==> config.mk <==
export PLATFORM = sky130hd
export DESIGN_NAME = if_fetch_stage
export DESIGN_NICKNAME = d
export VERILOG_FILES = /design/src/rtl/if_fetch_stage.sv
export SDC_FILE = /design/constraint.sdc
export NUM_CORES = 1
export LEC_CHECK = 0
export ABC_AREA = 1
export ABC_CLOCK_PERIOD_IN_PS = 9100
export CAP_MARGIN = 20
export CORE_MARGIN = 2
export CORE_UTILIZATION = 55
export DETAILED_ROUTE_END_ITERATION = 12
export PLACE_DENSITY = 0.85
export SLEW_MARGIN = 20
export SYNTH_ARGS = -nofsm -noshare
export SYNTH_HDL_FRONTEND = slang
export SYNTH_SLANG_ARGS = --single-unit
==> constraint.sdc <==
create_clock -name clk_50 -period 9.1 [get_ports clk_50]
set_input_delay 1.82 -clock clk_50 [delete_from_list [all_inputs] [get_ports clk_50]]
set_output_delay 1.82 -clock clk_50 [all_outputs]
set_load 0.005 [all_outputs]
==> src/rtl/if_fetch_stage.sv <==
// Instruction fetch stage: PC register, in-order credit-limited requests to a
// variable-latency imem, prefetch FIFO and the IF/ID pipeline register.
module if_fetch_stage #(
    parameter logic [31:0] RESET_PC  = 32'h0000_0000,
    parameter logic [31:0] NOP_INST  = 32'h0000_0013,
    parameter int          BUF_DEPTH = 2
) (
    input  logic        clk_50,
    input  logic        rst_i,
    input  logic        stall,
    input  logic        flush,
    input  logic [31:0] redirect_pc,
    output logic        imem_req,
    output logic [31:0] imem_addr,
    input  logic        imem_ready,
    input  logic        imem_rvalid,
    input  logic [31:0] imem_rdata,
    output logic [31:0] INST,
    output logic [31:0] PC_ID,
    output logic        inst_valid
);
    localparam int PW = (BUF_DEPTH > 2) ? 2 : 1;
    localparam int CW = PW + 1;

    typedef enum logic {RUN, DRAIN} state_t;

    state_t        state_q, state_d;
    logic [31:0]   pc_q, pc_d;
    logic [31:0]   tag_q [BUF_DEPTH];
    logic [31:0]   tag_d [BUF_DEPTH];
    logic [PW-1:0] tag_rd_q, tag_rd_d, tag_wr_q, tag_wr_d;
    logic [31:0]   buf_inst_q [BUF_DEPTH];
    logic [31:0]   buf_inst_d [BUF_DEPTH];
    logic [31:0]   buf_pc_q [BUF_DEPTH];
    logic [31:0]   buf_pc_d [BUF_DEPTH];
    logic [PW-1:0] buf_rd_q, buf_rd_d, buf_wr_q, buf_wr_d;
    logic [CW-1:0] buf_cnt_q, buf_cnt_d, live_q, live_d, disc_q, disc_d;
    logic [31:0]   inst_q, inst_d, pc_id_q, pc_id_d;
    logic          valid_q, valid_d;

    logic [CW+1:0] used;
    logic          hs, rsp_live, rsp_drop, load, pop, bypass, push;

    always_comb begin
        used      = (CW+2)'(live_q) + (CW+2)'(disc_q) + (CW+2)'(buf_cnt_q);
        imem_req  = !rst_i && !flush && (used < (CW+2)'(BUF_DEPTH));
        imem_addr = pc_q;
        hs        = imem_req && imem_ready;
        rsp_drop  = imem_rvalid && (state_q == DRAIN);
        rsp_live  = imem_rvalid && (state_q == RUN);
        load      = !stall && !flush;
        pop       = load && (buf_cnt_q != '0);
        bypass    = load && (buf_cnt_q == '0) && rsp_live;
        push      = rsp_live && !flush && !bypass;
    end

    always_comb begin
        pc_d       = pc_q;
        tag_d      = tag_q;
        tag_rd_d   = tag_rd_q;
        tag_wr_d   = tag_wr_q;
        buf_inst_d = buf_inst_q;
        buf_pc_d   = buf_pc_q;
        buf_rd_d   = buf_rd_q;
        buf_wr_d   = buf_wr_q;
        buf_cnt_d  = buf_cnt_q;
        live_d     = live_q;
        disc_d     = disc_q;
        inst_d     = inst_q;
        pc_id_d    = pc_id_q;
        valid_d    = valid_q;

        if (hs) begin
            pc_d              = pc_q + 32'd4;
            tag_d[tag_wr_q]   = pc_q;
            tag_wr_d          = tag_wr_q + PW'(1);
        end
        if (rsp_live) tag_rd_d = tag_rd_q + PW'(1);
        live_d = live_q + CW'(hs) - CW'(rsp_live);
        disc_d = disc_q - CW'(rsp_drop);

        if (push) begin
            buf_inst_d[buf_wr_q] = imem_rdata;
            buf_pc_d[buf_wr_q]   = tag_q[tag_rd_q];
            buf_wr_d             = buf_wr_q + PW'(1);
        end
        if (pop) buf_rd_d = buf_rd_q + PW'(1);
        buf_cnt_d = buf_cnt_q + CW'(push) - CW'(pop);

        if (pop) begin
            inst_d  = buf_inst_q[buf_rd_q];
            pc_id_d = buf_pc_q[buf_rd_q];
            valid_d = 1'b1;
        end else if (bypass) begin
            inst_d  = imem_rdata;
            pc_id_d = tag_q[tag_rd_q];
            valid_d = 1'b1;
        end else if (load) begin
            inst_d  = NOP_INST;
            valid_d = 1'b0;
        end

        // Any rvalid this edge consumes one unit of either discard or live credit.
        if (flush) begin
            pc_d      = redirect_pc & ~32'h3;
            tag_rd_d  = '0;
            tag_wr_d  = '0;
            buf_rd_d  = '0;
            buf_wr_d  = '0;
            buf_cnt_d = '0;
            live_d    = '0;
            disc_d    = disc_q + live_q - CW'(imem_rvalid);
            inst_d    = NOP_INST;
            valid_d   = 1'b0;
        end

        state_d = (disc_d != '0) ? DRAIN : RUN;
    end

    always_ff @(posedge clk_50) begin
        if (rst_i) begin
            state_q   <= RUN;
            pc_q      <= RESET_PC;
            tag_rd_q  <= '0;
            tag_wr_q  <= '0;
            buf_rd_q  <= '0;
            buf_wr_q  <= '0;
            buf_cnt_q <= '0;
            live_q    <= '0;
            disc_q    <= '0;
            inst_q    <= NOP_INST;
            pc_id_q   <= '0;
            valid_q   <= 1'b0;
        end else begin
            state_q    <= state_d;
            pc_q       <= pc_d;
            tag_q      <= tag_d;
            tag_rd_q   <= tag_rd_d;
            tag_wr_q   <= tag_wr_d;
            buf_inst_q <= buf_inst_d;
            buf_pc_q   <= buf_pc_d;
            buf_rd_q   <= buf_rd_d;
            buf_wr_q   <= buf_wr_d;
            buf_cnt_q  <= buf_cnt_d;
            live_q     <= live_d;
            disc_q     <= disc_d;
            inst_q     <= inst_d;
            pc_id_q    <= pc_id_d;
            valid_q    <= valid_d;
        end
    end

    assign INST       = inst_q;
    assign PC_ID      = pc_id_q;
    assign inst_valid = valid_q;
endmodule

## Word-level counts from Yosys, hierarchy flattened

Index checks and enable logic that the tools add are counted.

| operators by class | value |
|---|---|
| $add $sub $neg | 14 |
| order comparisons | 7 |
| muxes and demuxes | 28 |
| bitwise logic cells | 6 |
| reduce and logical (&&, ||, !) cells | 26 |

Operators by type and width:

| operator | number |
|---|---|
| 32-bit 2-to-1 mux | 18 |
| 64-bit bitwise mux | 3 |
| 32-bit demux with 1-bit select | 2 |
| 32-bit by 3-bit adder with 32-bit output (second input constant) | 1 |
| 1-bit logical AND | 13 |
| 2-bit >= comparator (second input constant) | 4 |
| 1-bit NOT with 2-bit output | 4 |
| 2-bit nonzero test | 4 |
| 2-bit by 1-bit subtractor with 2-bit output | 4 |
| 1-bit adder (second input constant) | 4 |
| 2-bit by 1-bit adder with 2-bit output | 2 |
| 3-bit by 2-bit adder with 4-bit output | 1 |
| 1-bit zero test | 4 |
| 2-bit by 1-bit less-than comparator with 1-bit output (second input constant) | 2 |
| 4-bit by 2-bit less-than comparator with 1-bit output (second input constant) | 1 |
| 1-bit 2-to-1 mux | 4 |
| 2-bit AND reduction | 2 |
| 2-bit by 2-bit adder with 3-bit output | 1 |
| 3-bit nonzero test | 1 |
| 2-bit adder | 1 |
| 2-bit zero test | 1 |
| 2-bit 2-to-1 mux | 1 |
| 1-bit NOT | 2 |
| 2-bit OR reduction | 1 |

| word-level totals | value |
|---|---|
| bits in registers | 300 |
| bits of input ports | 70 |
| output and inout port bits | 98 |
| word-level logic and storage cells | 100 |

## Depth between registers and ports, before layout

| logic depth | value |
|---|---|
| depth in word-level cells | 8 |
| gate-level depth with buffers | 13 |
| mapped depth without buffers | 12 |

## Worst setup path before layout

Ideal clock, no wire load.

| path | value |
|---|---|
| path kind | input port to flip-flop |
| start | input port flush |
| end | register buf_inst_q[0] (netlist bit) (enable) |
| library setup time | 0.558 ns |
| data arrival time | 6.695 ns |
| required time | 8.542 ns |
| setup slack | 1.847 ns |
| cell stages on the path | 4 |
| path buffers | 1 |
| cells stage by stage | buf_4 nor2_4 clkinv_1 nor3_1 |

| on the way | value |
|---|---|
| word-level cells in the longest chain between the ends | 7 |
| elaborated cells on any way between the ends | 8 |
| those cells by class | reduce/logical (8) |

Ends and longest elaborated chain:

| element | line | text |
|---|---|---|
| from (decl) | 11 | `input logic flush,` |
| 1-bit zero test (*) | 51, 54 |  |
| 1-bit logical AND | 51 | `load = !stall && !flush;` |
| 1-bit logical AND (2 in a row) | 53 | `bypass = load && (buf_cnt_q == '0) && rsp_live;` |
| 1-bit zero test | 54 | `push = rsp_live && !flush && !bypass;` |
| 1-bit logical AND (*) | 54 |  |
| 2-bit AND reduction (no line) (*) | - |  |
| to (signal assigned) | 140 | `buf_inst_q <= buf_inst_d;` |
| to (decl) | 32 | `logic [31:0] buf_inst_q [BUF_DEPTH];` |

Every way passes the cells marked *; elsewhere a longest branch is shown, timed or not.
A chain may end at the register's enable or synchronous reset.

## Worst setup path in the final report

| path | value |
|---|---|
| start | input port rst_i |
| end | output port imem_req |

| on the way | value |
|---|---|
| word-level cells in the longest chain between the ends | 3 |

Ends and longest elaborated chain:

| element | line | text |
|---|---|---|
| from (decl) | 9 | `input logic rst_i,` |
| 1-bit zero test | 46 | `imem_req = !rst_i && !flush && (used < (CW+2)'(BUF_DEPTH));` |
| 1-bit logical AND (2 in a row) | 46 |  |
| to (decl) | 13 | `output logic imem_req,` |

No other way between the ends.

==> summary.md <==
| Metric | Value |
|---|---|
| Primary FF master, synth | `edfxtp_1` |
| Initial antenna violation count | `0` |
| Crit-path slowest cell | `nor2_4` |
| CP arrival | `between 4 and 5 ns` |
| CP max stage delay | `between 0.8 and 0.9 ns` |
| Relative slew slack | `~31%` |
| Pre-antenna DRT Iters | `5` |
| Most common cell in the netlist | `nand2_1` |
| Post-CTS Hold Buffers | `0` |
| Syn. warnings | `0` |
| P_int | `2.27 mW` |
| Clock slew at reported path FFs | `approximately 0.060 ns` |
| WL per Instance | `17.7 µm` |
| Clock share of power | `40.0%` |
| Clk sink count | `about 290` |
| Slew of the pin with the lowest slew margin | `approximately 1.0 ns` |
| Nets | `1437` |
| Cell family with most CP delay | `buffers and inverters` |
| Vias per inst | `roughly 5.6` |
| Flops & latches, synth | `approximately 290` |
| Post-synth top area share | `a little under half` |
| CP Capture Type | `output port` |
| Port buffer count | `161` |
| Async set-reset flop share out of synthesis | `0%` |
| Tmin final | `about 6.5 ns` |
| # diodes | `0` |
| Via Count | `just over 9k` |
| Final Hold Fails | `0` |
| Worst-case vdd ir drop | `around 140 µV` |
| Outcome | `completed` |
| Root Buffer | `clkbuf_16` |
| DP HPWL | `approximately 18 mm` |
| WP data required | `between 7 and 8 ns` |
| Post-synthesis cell type count | `36` |
| Storage element area | `approximately 7600 µm²` |
| # DRC | `0` |
| Clk Latency, worst-skew pair | `0.55 ns` |
| Total grt overflow | `0` |
| Critical path peak fanout | `44` |
| Filler instances | `1539` |
| NetSw | `0.673 mW` |
| Setup TNS | `0 ns` |
| Post-CTS sizing | `0` |
| Routed WL | `about 29 mm` |
| HP Class | `register to register` |
| Final Cycle Share | `a little under three quarters` |
| Layout Skew | `around 0.016 ns` |
| Setup violations, final | `0` |
| Clock buffer depth | `3` |
| Die Y | `about 150 µm` |
| R2R setup slack | `5.72 ns` |
| Lkg Pwr | `approximately 5.4 nW` |
| Top cells by count, synth | `300 x nand2_1, 184 x edfxtp_1, 104 x dfxtp_1, 104 x inv_1, 99 x nor2_1` |
| Area leader, netlist | `edfxtp_1` |
| Tot GR Track Use | `about a quarter` |
| Crit start category | `primary input` |
| Die Wd | `roughly 150 µm` |
| Buf/Inv on CP | `4` |
| Layout cell share with drive strength beyond 1 | `~6.3%` |
| Fin. max-slew vios | `0` |
| Initial Util | `between 50% and 60%` |
| Avg Cell Area, Syn | `between 9 and 10 µm²` |
| Largest net degree at the start of global routing | `65` |
| Vias in the first global route | `8817` |
| Combinational group share of total power | `around a tenth` |
| GPL Wtd Cong | `0.857` |
| Synthesized cell area | `between 10000 and 15000 µm²` |
| EDFF count, synth | `184` |
| Num CTS Buffers | `28` |
| Kind of critical path | `primary input to output port` |
| Row count | `between 50 and 60` |
| Core Area | `approximately 22000 µm²` |
| Cells after Synth | `around 1.2k` |
| PwrDens | `199 nW/µm²` |
| CTS tree | `yes` |
| Post-synthesis sequential area ratio | `62.8%` |
| CP cell instances | `clkdlybuf4s50_1 -> buf_4 -> nor2_4 -> clkinv_1 -> nor2_1 -> clkdlybuf4s50_1` |
| IO Count | `approximately 170` |
| First-pass GRT wire length | `~46 mm` |
| Synthesis-to-layout area growth | `22.2%` |
| Dpl cells | `roughly 1.6k` |
| Final ANT Viol Nets | `0` |
| Sequential share of power | `50.6%` |
| Die area | `between 20000 and 25000 µm²` |
| Multi-input gate area | `3790 µm²` |
| Max Clk Rate | `about 150 MHz` |
| Max Cap Viol | `0` |
| Main area contributors after synthesis | `edfxtp_1 46%, dfxtp_1 17%, nand2_1 9.3%, o211ai_1 4.5%, o21ai_0 3.3%` |
| 1st-iter DRT viols | `884` |
| Final non-filler cell total | `approximately 1.7k` |
| H-tree Lvls | `1` |
| Top cell by count, worst path | `clkdlybuf4s50_1` |
| Switching Share | `22.9%` |
| Setup Buffers After CTS | `0` |
| RSZ-0062 raised after global routing | `no` |
==> flip-flops by register name (all words and copies together) (netlist names) <==
signal / cells
INST: 32
PC_ID: 30
buf_cnt_q: 2
buf_inst_q: 64
buf_pc_q: 60
buf_rd_q: 1
buf_wr_q: 1
disc_q: 2
imem_addr: 30
inst_valid: 1
live_q: 2
state_q: 1
tag_q: 60
tag_rd_q: 1
tag_wr_q: 1
==> through the flow <==
step | util, % | setup WS, ns | area, µm² | hold WS, ns | power [mW]
CTS | 68.2 | 2.55 | 14800 | 0.471 | 2.94
finish | 68.2 | 2.58 | 14800 | 0.467 | 2.94
floorplan | - | 1.85 | 12100 | 0.459 | 1.65
detailed placement | 63.8 | 2.59 | 13800 | 0.454 | 1.78
global route | 68.2 | 2.45 | 14800 | 0.499 | 3.03
global placement | 63.8 | 2.62 | 13800 | 0.450 | 1.77
==> routing by layer <==
| layer | wire length (µm) | up-vias | track usage [%] |
|---|---|---|---|
| met1 | 12000 | 4390 | 33.7 |
| li1 | - | 4440 | - |
| met2 | 14100 | 487 | 40.9 |
| met5 | 0 | - | 0 |
| met3 | 2810 | 33 | 4.44 |
| met4 | 438 | 0 | 6.28 |
==> layout make-up <==
cell class                 instances  share of cell area [%]
timing repair buffer             170                    11.3
sequential                       288                    51.4
clock buffer                      42                    5.78
multi-input combinational        758                    25.6
tap                              280                    2.37
clock inverter                     9                   0.634
inverter                         110                    2.79
==> worst reg2reg max path: cells and delay by family, from the launching register on <==
family	cells	cell delay (ns)
buffers and inverters	3	1.39
and+or+nand+nor	5	1.14
DFF	1	0.41
==> power by group through the flow <==
stage	combinational [mW]	clock, mW	sequential (mW)
detailed placement	0.272	0	1.51
CTS	0.276	1.18	1.48
floorplan	0.148	0	1.50
global placement	0.263	0	1.51
global route	0.304	1.23	1.49
finish	0.277	1.18	1.49
==> final timing paths <==
path	to	start	cells past startpoint
setup / recovery	imem_req	rst_i	6
hold / removal	INST[1]$_SDFFE_PP1P_	INST[1]$_SDFFE_PP1P_	2
setup reg to reg	buf_pc_q[10]$_DFFE_PP_	buf_cnt_q[1]$_SDFF_PP0_	8
hold reg to reg	INST[1]$_SDFFE_PP1P_	INST[1]$_SDFFE_PP1P_	2
==> cell usage in the layout, fill, tap and decap left out, types with 2 or more instances in the layout <==
| cell type | synthesis | final |
|---|---|---|
| and2_1 | 2 | 2 |
| edfxtp_1 | 184 | 184 |
| xor2_1 | 5 | 5 |
| nand3_1 | 51 | 51 |
| nand2_1 | 300 | 300 |
| nor2_8 | 2 | 2 |
| bufinv_16 | 0 | 2 |
| nand4_1 | 13 | 13 |
| a31oi_1 | 17 | 17 |
| inv_2 | 4 | 4 |
| clkbuf_16 | 0 | 29 |
| nor2_4 | 2 | 3 |
| a21oi_2 | 2 | 2 |
| inv_1 | 104 | 104 |
| o21ai_0 | 80 | 80 |
| dfxtp_2 | 0 | 2 |
| clkbuf_1 | 39 | 5 |
| nor2_1 | 99 | 97 |
| buf_4 | 8 | 9 |
| ha_1 | 10 | 10 |
| o211ai_1 | 72 | 72 |
| nor3_2 | 0 | 2 |
| clkbuf_8 | 0 | 8 |
| clkinv_2 | 0 | 3 |
| clkdlybuf4s50_1 | 0 | 161 |
| a211oi_1 | 19 | 19 |
| or2_2 | 14 | 14 |
| xnor2_1 | 6 | 6 |
| o21ai_1 | 3 | 3 |
| conb_1 | 1 | 4 |
| clkinv_1 | 2 | 5 |
| dfxtp_1 | 104 | 102 |
| nor2_2 | 3 | 4 |
| a21oi_1 | 47 | 47 |
==> cell families after synthesis <==
group	synth area share, %
simple gates	16.9
flops	62.8
compound gates	12.2
buf+inv	6.08
xor+xnor	0.796
fa+ha+maj	1.20
other cells	0.0310
Note: power is estimated with default switching activity, not from simulation.
